`src/rtl/nibble_serial_add_ctrl.sv`:
```
// rtl/nibble_serial_add_ctrl.sv - nibble-serial WIDTH-bit adder sequencer around an external 4-bit adder
module nibble_serial_add_ctrl #(
    parameter int WIDTH = 16
) (
    input  logic             clk,
    input  logic             rst_n,
    input  logic             start,
    input  logic [WIDTH-1:0] op_a,
    input  logic [WIDTH-1:0] op_b,
    input  logic             cin,
    output logic             busy,
    output logic             done,
    output logic [WIDTH-1:0] sum,
    output logic             cout,
    output logic [3:0]       add_a,
    output logic [3:0]       add_b,
    output logic             add_cin,
    input  logic [3:0]       add_s,
    input  logic             add_cout
);

    localparam int N     = WIDTH / 4;
    localparam int IDX_W = (N > 1) ? $clog2(N) : 1;
    localparam logic [IDX_W-1:0] LAST_IDX = IDX_W'(N - 1);

    typedef enum logic [1:0] {
        IDLE = 2'd0,
        RUN  = 2'd1,
        DONE = 2'd2
    } state_t;

    state_t             state;
    logic [IDX_W-1:0]   idx;
    logic               carry_reg;
    logic [WIDTH-1:0]   a_reg;
    logic [WIDTH-1:0]   b_reg;
    logic [IDX_W+1:0]   bit_base;

    // Bit offset of the nibble currently on the adder; idx never exceeds N-1.
    assign bit_base = {idx, 2'b00};

    always_ff @(posedge clk or negedge rst_n) begin
        if (!rst_n) begin
            state     <= IDLE;
            idx       <= '0;
            carry_reg <= 1'b0;
            a_reg     <= '0;
            b_reg     <= '0;
            sum       <= '0;
            cout      <= 1'b0;
        end else begin
            case (state)
                IDLE: begin
                    if (start) begin
                        a_reg     <= op_a;
                        b_reg     <= op_b;
                        carry_reg <= cin;
                        idx       <= '0;
                        state     <= RUN;
                    end
                end
                RUN: begin
                    sum[bit_base +: 4] <= add_s;
                    carry_reg          <= add_cout;
                    if (idx == LAST_IDX) begin
                        cout  <= add_cout;
                        state <= DONE;
                    end else begin
                        idx <= idx + 1'b1;
                    end
                end
                DONE: begin
                    state <= IDLE;
                end
                default: begin
                    state <= IDLE;
                end
            endcase
        end
    end

    // The adder sees operands only while running; otherwise its inputs are parked at zero.
    always_comb begin
        add_a   = 4'h0;
        add_b   = 4'h0;
        add_cin = 1'b0;
        if (state == RUN) begin
            add_a   = a_reg[bit_base +: 4];
            add_b   = b_reg[bit_base +: 4];
            add_cin = carry_reg;
        end
    end

    assign busy = (state != IDLE);
    assign done = (state == DONE);

endmodule

```
`config.mk`:
```
export PLATFORM = sky130hd
export DESIGN_NAME = nibble_serial_add_ctrl
export DESIGN_NICKNAME = d
export VERILOG_FILES = /design/src/rtl/nibble_serial_add_ctrl.sv
export SDC_FILE = /design/constraint.sdc
export NUM_CORES = 1
export LEC_CHECK = 0
export CAP_MARGIN = 20
export CORE_MARGIN = 8
export CORE_UTILIZATION = 43
export CTS_CLUSTER_SIZE = 12
export DETAILED_ROUTE_END_ITERATION = 10
export PLACE_DENSITY = 0.76
export SLEW_MARGIN = 10
export SYNTH_ARGS = -nofsm -noshare
export SYNTH_HDL_FRONTEND = slang
export SYNTH_SLANG_ARGS = --single-unit
export TNS_END_PERCENT = 20
```
`constraint.sdc`:
```
create_clock -name clk -period 2.2 [get_ports clk]
set_clock_uncertainty 0.2 [all_clocks]
set_input_delay 0.44 -clock clk [delete_from_list [all_inputs] [get_ports clk]]
set_output_delay 0.44 -clock clk [all_outputs]
set_load 0.01 [all_outputs]
```
==> results of run 1 <==
## critical path: stages, from the launching register on
cell and delay [ns]:
dfrtp_1 0.42, buf_6 0.16, mux4_2 0.49, and2_4 0.15, buf_6 0.11
## path summary, 6_finish.rpt
check | start | end
max | idx[0] | add_a[0]
min | sum[10] | sum[10]
max reg2reg | idx[0] | sum[9]
min reg2reg | sum[10] | sum[10]
max in group asynchronous | rst_n | a_reg[2]
min in group asynchronous | rst_n | a_reg[3]
## what timing repair did
item                                    4_1_cts  5_1_grt
hold buffers                                  1        0
setup buffers                                 2        0
hold endpoints to repair                     14        0
endpoints found under the setup margin       10       21
pin swaps                                     6        3
gates resized for setup                      47       13
## synth_stat cells (2+ instances only)
cell	instances
dfrtp_1	54
mux2_1	20
nand2_1	17
mux2_2	13
and2_1	10
o21ai_0	9
a22o_1	8
ha_1	6
buf_6	5
inv_1	5
mux4_2	5
mux4_1	3
nand3b_1	3
clkbuf_1	2
nor2b_1	2
nor4b_2	2
or2_2	2
## layer usage
layer / share of wire / global-route usage / wire length, µm / vias to the layer above
li1: - / - / - / 797
met1: 0.43 / 0.1610 / 2260 / 811
met2: 0.48 / 0.2151 / 2541 / 50
met3: 0.087 / 0.05663 / 460 / 4
met4: 0.0045 / 0.03221 / 24 / 0
met5: 0 / 0 / 0 / -
## per-stage QoR
step | cell area, µm² | util | power, mW | hold WS, ns
global placement | 3346 | 0.5788 | 4.194 | 0.1837
finish | 3507 | 0.6067 | 5.012 | 0.2914
global route | 3507 | 0.6067 | 5.380 | 0.3130
detailed placement | 3346 | 0.5788 | 4.271 | 0.1903
floorplan | 2510 | - | 3.174 | -0.05559
CTS | 3461 | 0.5987 | 4.940 | 0.2989
## power groups by stage
stage          Sequential, mW  Clock (mW)  Combinational (mW)
2_1_floorplan            1.77           0                1.41
3_3_place_gp             1.74           0                2.45
3_5_place_dp             1.77           0                2.50
4_1_cts                  1.75       0.628                2.56
5_1_grt                  1.81       0.670                2.90
6_report                 1.75       0.607                2.66
## cells by family after synthesis
family | Yosys count | share of synthesized area
AOI/OAI and AO/OA | 21 | 0.05683
adders and majority gates | 6 | 0.02991
buffers and inverters | 13 | 0.03489
DFF | 54 | 0.5384
muxes | 42 | 0.2283
and+or+nand+nor | 41 | 0.1117
## layout make-up
cell class,instances,area [µm²]
Fill cell,489,2273
Multi-Input combinational cell,110,1082
Inverter,5,18.77
Timing Repair Buffer,84,858.3
Clock inverter,2,20.02
Sequential cell,54,1351
Tap cell,75,93.84
Clock buffer,6,82.58
==> flow_summary.toml, run 1 <==
[clock_tree]
cts_buffers = 5
clk_pin_slew_worst_paths_ns = 0.09
clock_path_buffers = 2
cts_tree = "yes"
insertion_delay_ns = 0.31
ctsHtreeMaxLevel = 2
cts-root-buf = "clkbuf_8"
cts_sinks = 54

[power]
vdd_drop_max_mv = 0.6801
swShare = 0.3287
pwr_density_cell_nw_per_um2 = 1429
power_frac_seq = 0.348
internal-power_mw = 3.364
p_leak_nw = 1.513
p_switching_mw = 1.648
comb_power_share = 0.531
p_clk_frac = 0.121

[setup_path]
ff2ff_setup_slack_ns = 0.16
required_ns = 1.56
worst-r2r-cell-count = 7
path_class = "reg2out"
cp_max_fo = 4
crit_path_end_kind = "primary output"
cp-start-kind = "flip-flop"
worstPathArrival_ns = 1.63

[synthesis]
async_flop_share = 1.000
yosys_warnings = 0
synthCells = 177
synth_top_area_cell = "dfrtp_1"
ys_seq_area_frac = 0.5384
ys_types = 28
ys_ff_latch = 54
synth_top_cell_area_share = 0.5384
syn_nets = 224
netlist_area_um2 = 2510
synth-edff-count = 0
syn_avg_cell_area_um2 = 14.18
ys_top_cells_by_area = "dfrtp_1 54%, mux2_1 9.0%, mux2_2 5.8%, mux4_2 4.5%, mux4_1 3.1%"
ys.flop_type = "dfrtp_1"

[sta]
finalCritPeriodShare = 1.034
setup-tns-final_ns = -0.4731
hold_violations = 0
fmax_mhz = 439.7
final.setup.worst_slack_ns = -0.07415
setup-violations-final = 8
fin_crit_ns = 2.274
worst_pin_slew_ns = 0.4084
relSlewSlack = 0.7278
rsz0062_at_grt = "yes"
maxSlewViolCount = 0

[placed_design]
place_worst_setup_slack_ns = -0.1663
gp_congestion = 0.7031
port_buffers = 68
dp_cells = 325
hpwlAfterDp_um = 4070

[detailed_routing]
dr.first_iter.drc_count = 33
antenna_left = 0
via_count = 1662
via_per_inst = 4.946
wl_um = 5287
drc = 0
dr.pass1.iters = 4
routedWlPerCell_um = 15.74

[global_routing]
grt_pass1_vias = 1891
grt_overflow = 0
grt.total_usage = 0.1333
grt_pass1_wl_um = 9142
grt_max_degree = 34
antenna_found_initial = 0

[floorplan]
die_h_um = 92.40
core_um2 = 5781
io_pins = 69
die_w_um = 92.40
start_util = 0.4342
fp.dieArea_um2 = 8538
row_count = 28

[finish]
fin_nets = 307
final_common_cell = "clkdlybuf4s50_1"
final_cell_mix = "56 x clkdlybuf4s50_1, 54 x dfrtp_1, 20 x mux2_1, 17 x nand2_1, 13 x mux2_2"
num_antenna_cells = 0
stdcell_count = 336
drive_gt1_frac = 0.2682
synthToLayoutAreaGrowth_pct = 39.73

[run]
drv_cap = 0

[worst_hold_path]
hold_class = "reg2reg"
hold_depth = 2

[outcome]
violations = "negative setup slack"
status = "finished, violations left"
Power figures use the tool's default switching activity.
==> run 2: changes to the inputs <==
--- a/config.mk
+++ b/config.mk
@@ -5,7 +5,7 @@
 export SDC_FILE = /design/constraint.sdc
 export NUM_CORES = 1
 export LEC_CHECK = 0
-export CAP_MARGIN = 20
+export CAP_MARGIN = 10
 export CORE_MARGIN = 8
 export CORE_UTILIZATION = 43
 export CTS_CLUSTER_SIZE = 12
==> results of run 2 <==
The final DEF is identical to that of run 1; final timing and power are the same.
